`config.mk`:
```
export PLATFORM = sky130hd
export DESIGN_NAME = uart_bridge_wb
export DESIGN_NICKNAME = d
export VERILOG_FILES = /design/src/rtl/uart_bridge_wb.sv
export SDC_FILE = /design/constraint.sdc
export NUM_CORES = 1
export LEC_CHECK = 0
export ABC_AREA = 1
export CORE_MARGIN = 2
export CORE_UTILIZATION = 31
export DETAILED_ROUTE_END_ITERATION = 8
export GPL_ROUTABILITY_DRIVEN = 0
export HOLD_SLACK_MARGIN = 0.15
export PLACE_DENSITY = 0.87
export SLEW_MARGIN = 20
export SYNTH_ARGS = -nofsm -noshare
export SYNTH_HDL_FRONTEND = slang
export SYNTH_SLANG_ARGS = --single-unit
export TNS_END_PERCENT = 10
```
`constraint.sdc`:
```
create_clock -name clk -period 2.7 [get_ports clk]
set_input_delay 0.675 -clock clk [delete_from_list [all_inputs] [get_ports clk]]
set_output_delay 0.675 -clock clk [all_outputs]
set_load 0.05 [all_outputs]
```
`src/rtl/uart_bridge_wb.sv`:
```
`default_nettype none
// ============================================================================
// Module      : uart_bridge_wb
// Description : Wishbone slave front-end for the UART register file, 8-bit
//               bus mode. Registers the Wishbone request. For each accepted
//               access it produces one single-cycle register write or read
//               strobe and then a one-cycle ack. Read data is returned to the
//               bus through an output register.
// Ports       : clk         - system clock, rising edge
//               wb_rst_i    - synchronous active-high reset
//               wb_dat_i    - bus write data
//               wb_dat_o    - bus read data (registered)
//               wb_dat8_i   - registered write data to the register file
//               wb_dat8_o   - register file read data at wb_adr_int
//               wb_dat32_o  - debug read data (ignored in 8-bit mode)
//               wb_sel_i    - byte selects (ignored in 8-bit mode)
//               wb_we_i     - bus write enable
//               wb_stb_i    - bus strobe
//               wb_cyc_i    - bus cycle
//               wb_ack_o    - one-cycle acknowledge
//               wb_adr_i    - bus register address
//               wb_adr_int  - registered address to the register file
//               we_o        - register write strobe
//               re_o        - register read strobe
// Revision    : 1.0 - initial release
// ============================================================================
module uart_bridge_wb (
  input  logic        clk,
  input  logic        wb_rst_i,
  input  logic [7:0]  wb_dat_i,
  output logic [7:0]  wb_dat_o,
  output logic [7:0]  wb_dat8_i,
  input  logic [7:0]  wb_dat8_o,
  input  logic [31:0] wb_dat32_o,
  input  logic [3:0]  wb_sel_i,
  input  logic        wb_we_i,
  input  logic        wb_stb_i,
  input  logic        wb_cyc_i,
  output logic        wb_ack_o,
  input  logic [2:0]  wb_adr_i,
  output logic [2:0]  wb_adr_int,
  output logic        we_o,
  output logic        re_o
);

  typedef enum logic [1:0] {
    S0 = 2'd0,
    S1 = 2'd1,
    S2 = 2'd2,
    S3 = 2'd3
  } state_t;

  state_t     r_state;
  state_t     w_state_nxt;
  logic       r_wre;
  logic       w_wre_nxt;
  logic       w_ack_nxt;
  logic       w_req;

  logic       r_wb_we_is;
  logic       r_wb_stb_is;
  logic       r_wb_cyc_is;
  logic [2:0] r_wb_adr_is;
  logic [7:0] r_wb_dat_is;

  // The 32-bit debug data and byte selects have no role in 8-bit mode.
  logic       w_unused_inputs;
  assign w_unused_inputs = ^{wb_dat32_o, wb_sel_i};

  // Request input registers, sampled every clock.
  always_ff @(posedge clk) begin
    if (wb_rst_i) begin
      r_wb_we_is  <= 1'b0;
      r_wb_stb_is <= 1'b0;
      r_wb_cyc_is <= 1'b0;
      r_wb_adr_is <= 3'd0;
      r_wb_dat_is <= 8'd0;
    end else begin
      r_wb_we_is  <= wb_we_i;
      r_wb_stb_is <= wb_stb_i;
      r_wb_cyc_is <= wb_cyc_i;
      r_wb_adr_is <= wb_adr_i;
      r_wb_dat_is <= wb_dat_i;
    end
  end

  // Read data register: during the ack cycle it holds the value the register
  // file presented for the strobed address one cycle earlier.
  always_ff @(posedge clk) begin
    if (wb_rst_i) begin
      wb_dat_o <= 8'd0;
    end else begin
      wb_dat_o <= wb_dat8_o;
    end
  end

  assign wb_adr_int = r_wb_adr_is;
  assign wb_dat8_i  = r_wb_dat_is;

  assign w_req = r_wb_stb_is & r_wb_cyc_is;

  // wre is only high while idle in S0, so a held request yields exactly one
  // strobe per pass through S0..S3.
  assign we_o =  r_wb_we_is & w_req & r_wre;
  assign re_o = ~r_wb_we_is & w_req & r_wre;

  always_ff @(posedge clk) begin
    if (wb_rst_i) begin
      r_state  <= S0;
      r_wre    <= 1'b1;
      wb_ack_o <= 1'b0;
    end else begin
      r_state  <= w_state_nxt;
      r_wre    <= w_wre_nxt;
      wb_ack_o <= w_ack_nxt;
    end
  end

  always_comb begin
    w_state_nxt = r_state;
    w_wre_nxt   = 1'b0;
    w_ack_nxt   = 1'b0;
    case (r_state)
      S0: begin
        if (w_req) begin
          w_ack_nxt   = 1'b1;
          w_state_nxt = S1;
        end else begin
          w_wre_nxt   = 1'b1;
        end
      end
      S1: w_state_nxt = S2;
      S2: w_state_nxt = S3;
      S3: begin
        // Re-arm on the way back to S0 so a request still held is strobed
        // in the first S0 cycle, giving the 4-cycle transaction spacing.
        w_state_nxt = S0;
        w_wre_nxt   = 1'b1;
      end
      default: w_state_nxt = S0;
    endcase
  end

endmodule
`default_nettype wire

```
# --- Yosys cells after proc, flatten, opt, wreduce, memory -nomap -nowiden ---
# Index checks and enable logic that the tools add are counted.
classes:
  n_eq_ne: 4
  n_mux: 5
  n_bitwise: 7
  reduce_logical: 2
op_table:
  columns: ["cell", "count"]
  rows:
  - ["$pmux W2 S4", 1]
  - ["$and A1 B1 Y1", 5]
  - ["$eq A2 B2 Y1 const B", 2]
  - ["$eq A2 B1 Y1 const B", 1]
  - ["$logic_not A2 Y1", 1]
  - ["$mux W1", 2]
  - ["$mux W2", 1]
  - ["$ne A2 B2 Y1 const B", 1]
  - ["$not A1 Y1", 2]
  - ["$pmux W1 S2", 1]
  - ["$reduce_or A2 Y1", 1]
totals:
  ff_bits: 26
  out_inout_bits: 22
  wordCells: 27

# --- Logic depth before layout (Yosys ltp) ---
depth:
  ltp_word: 3
  mapped_depth: 6

# --- Worst setup path after synthesis ---
# Ideal clock, no wire load.
synth_path:
  kind: "register to output"
  from: "register r_wb_stb_is"
  to: "output we_o"
  arrival_ns: 1.562
  t_required_ns: 2.025
  slack_ns: 0.463
  path_stages_with_launch: 3
  path_buffers: 0
  cell_sequence: "dfxtp_1 nand2_2 nor3b_1"
synth_via:
  elab_chain_cells: 3
synth_rtl:
  columns: ["item", "line", "source"]
  rows:
  - ["start, declared", "61", "logic r_wb_stb_is;"]
  - ["start signal, assigned", "80", "r_wb_stb_is <= wb_stb_i;"]
  - ["$and A1 B1 Y1", "100", "assign w_req = r_wb_stb_is & r_wb_cyc_is;"]
  - ["$and A1 B1 Y1 (2 in a row)", "104", "assign we_o = r_wb_we_is & w_req & r_wre;"]
  - ["end, declared", "42", "output logic we_o,"]
# No other way between the ends.

# --- Worst setup path in the final report ---
# Same ends and word-level chain as after synthesis.

==> results.sh <==
export IMPL_status="completed"
export IMPL_dpl_cell_count=176
export IMPL_hold_buffers=0
export IMPL_reg2reg_depth=6
export IMPL_clock_skew_ns=0.00118
export IMPL_min_path_cells=2
export IMPL_rows=19
export IMPL_die_w_um=56.6
export IMPL_power_density_nw_per_um2=644
export IMPL_ioPinCount=82
export IMPL_antenna_cells=0
export IMPL_arrival_ns=1.77
export IMPL_grt_use_met1_pct=10.8
export IMPL_fillCellCount=255
export IMPL_cts_repair_resized=0
export IMPL_clock_sinks=26
export IMPL_hold_viol=0
export IMPL_rrSetupSlack_ns=1.61
export IMPL_wl_mm=1.80
export IMPL_cts_reportedPaths_clkPinSlew_ns=0.13
export IMPL_insertion_delay_ns=0.30
export IMPL_slew_viol_final=0
export IMPL_top_usage_layer="met2"
export IMPL_place_ws_ns=0.601
export IMPL_crit_path_max_incr_delay_ns=0.82
export IMPL_p_leak_nw=0.670
export IMPL_final_area_um2=1360
export IMPL_cts_tree="built"
export IMPL_period_needed_ns=2.45
export IMPL_placed_area_um2=1340
export IMPL_layout_area_overhead_vs_synth_pct=58.7
export IMPL_grt_pass1_vias=772
export IMPL_fmax_ghz=0.409
export IMPL_synth_seq_cells=26
export IMPL_drive_above_1_share_pct=4.05
export IMPL_post_cts_buffers=0
export IMPL_max_slew_worst_pin_slew_ns=0.509
export IMPL_syn_area_um2=858
export IMPL_grt_max_degree=18
export IMPL_min_to="wb_ack_o"
export IMPL_h_tree_depth=1
export IMPL_ys_seq_area_share_pct=60.6
export IMPL_r2r_end="r_wre"
export IMPL_crit_path_max_fanout=7
export IMPL_use_met3_pct=3.00
export IMPL_dieArea_um2=3210
export IMPL_die_height_um=56.6
export IMPL_rsz0062_at_grt="no"
export IMPL_post_drt_wl_per_cell_um=10.1
export IMPL_endpoint_kind="output port"
export IMPL_maxCapViolations=0
export IMPL_yosys_warnings=0
export IMPL_max_slew_margin_pct=66.0
export IMPL_fin_total_pwr_mw=0.878
export IMPL_final_antenna_net_count=0
export IMPL_crit_family="buffers and inverters"
export IMPL_grt_pass1_wl_mm=3.08
export IMPL_fin_cells=179
export IMPL_nets=214
export IMPL_finalCoreUtilization_pct=50.7
export IMPL_setup_viol=0
export IMPL_finalWorstSetupSlack_ns=0.254
export IMPL_io_buffer_count=45
export IMPL_track_usage_pct=12.6
export IMPL_start_util_pct=32.0
export IMPL_via_count=724
export IMPL_synth_nets=165
export IMPL_critPathBufInv=1
export IMPL_rr_startpoint="r_state[1]"
export IMPL_ys_types=11
export IMPL_drc=0
export IMPL_totalNegativeSetupSlack_ns=0
export IMPL_drt_iter0_markers=12
export IMPL_antenna_found_initial=0
export IMPL_avgSynthCellArea_um2=8.50
export IMPL_crit_type="reg -> out"
export IMPL_fin_hold_ws_ns=0.534
export IMPL_ir_drop_uv=364
export IMPL_cts_root_buffer="clkbuf_4"
export IMPL_core_area_um2=2690
export IMPL_worst_path_stages=3
export IMPL_min_delay_start="r_wb_cyc_is"
export IMPL_grt_overflow=0
export IMPL_worstPathRequired_ns=2.03
export IMPL_routed_via_density=4.04
export IMPL_hp_class="reg -> reg"
export IMPL_worstPathCellList="nand2_2 -> nor3b_1 -> clkdlybuf4s50_1"
export IMPL_firstDrtPassIters=4
export IMPL_dp_hpwl_mm=1.48
export IMPL_cts_path_max_buffers=2
export IMPL_cpMaxStageDelayCell="clkdlybuf4s50_1"
export IMPL_cts_buffers=3
export IMPL_fin_crit_sh_pct=90.6
export IMPL_start_kind="register"
export IMPL_use_met2_pct=26.4
export IMPL_netlist_instances=101
==> cells by family (layout without fill, tap and decap cells) <==
group	Yosys count	after routing	share of synthesized area, %
adders and majority gates	4	4	5.83
AOI/OAI and AO/OA	1	1	0.583
and+or+nand+nor	39	39	18.5
buffers and inverters	31	78	14.4
DFF	26	26	60.6
==> worst max path at each step <==
| stage | to | startpoint | slack (ns) |
|---|---|---|---|
| floorplan | we_o | r_wb_stb_is | 0.46 |
| global placement | we_o | r_wb_stb_is | 0.61 |
| detailed placement | we_o | r_wb_stb_is | 0.60 |
| CTS | we_o | r_wb_stb_is | 0.24 |
| global route | we_o | r_wb_stb_is | 0.15 |
| finish | we_o | r_wb_stb_is | 0.25 |
==> tightest hold or removal path: cells and delay by family (launching register included) <==
family | cells | cell delay, ns
flip-flops | 1 | 0.33
AND/OR/NAND/NOR | 2 | 0.18
==> registers in the layout, summed over array words and instances, names as in the netlist <==
signal	flops
wb_dat_o	8
r_wb_we_is	1
wb_adr_int	3
r_wb_stb_is	1
r_wre	1
wb_ack_o	1
r_wb_cyc_is	1
r_state	2
wb_dat8_i	8
==> layer usage <==
metal / wire length [um] / part of all wire [%] / vias to the layer above
met2: 1050 / 58 / 19
met5: 0 / 0 / -
met3: 56 / 3.1 / 2
li1: - / - / 377
met4: 21 / 1.2 / 0
met1: 669 / 37 / 326
==> placed cells by master (no fill, tap or decap), drive strengths merged <==
cell type,n
clkdlybuf4s50,45
nor3,1
clkbuf,3
dfxtp,26
nand3,2
ha,4
inv,29
a21oi,1
nor3b,1
buf,1
nand2,9
nor2,26
==> layout make-up <==
class,instances,area (um^2),area share (%)
clock buffers,3,22.5,1.65
inverters,29,109,7.99
multi-input cells,44,214,15.7
flip-flops and latches,26,520,38.2
well taps,31,38.8,2.85
repair buffers,46,458,33.6
==> cell usage after synthesis <==
library cell / n / area [um^2]
nand3_1: 2 / 10.0
inv_1: 29 / 109
nor3b_1: 1 / 7.51
nand2_1: 7 / 26.3
nor3_1: 1 / 5.00
buf_4: 2 / 15.0
a21oi_1: 1 / 5.00
nand2_2: 2 / 12.5
nor2_1: 26 / 97.6
dfxtp_1: 26 / 521
ha_1: 4 / 50.1
==> where the power goes <==
group / internal (mW) / switching [mW]
clock: 0.0520 / 0.103
sequential: 0.421 / 0.0154
combinational: 0.116 / 0.170
total: 0.589 / 0.288
(Power assumes the default switching activity.)
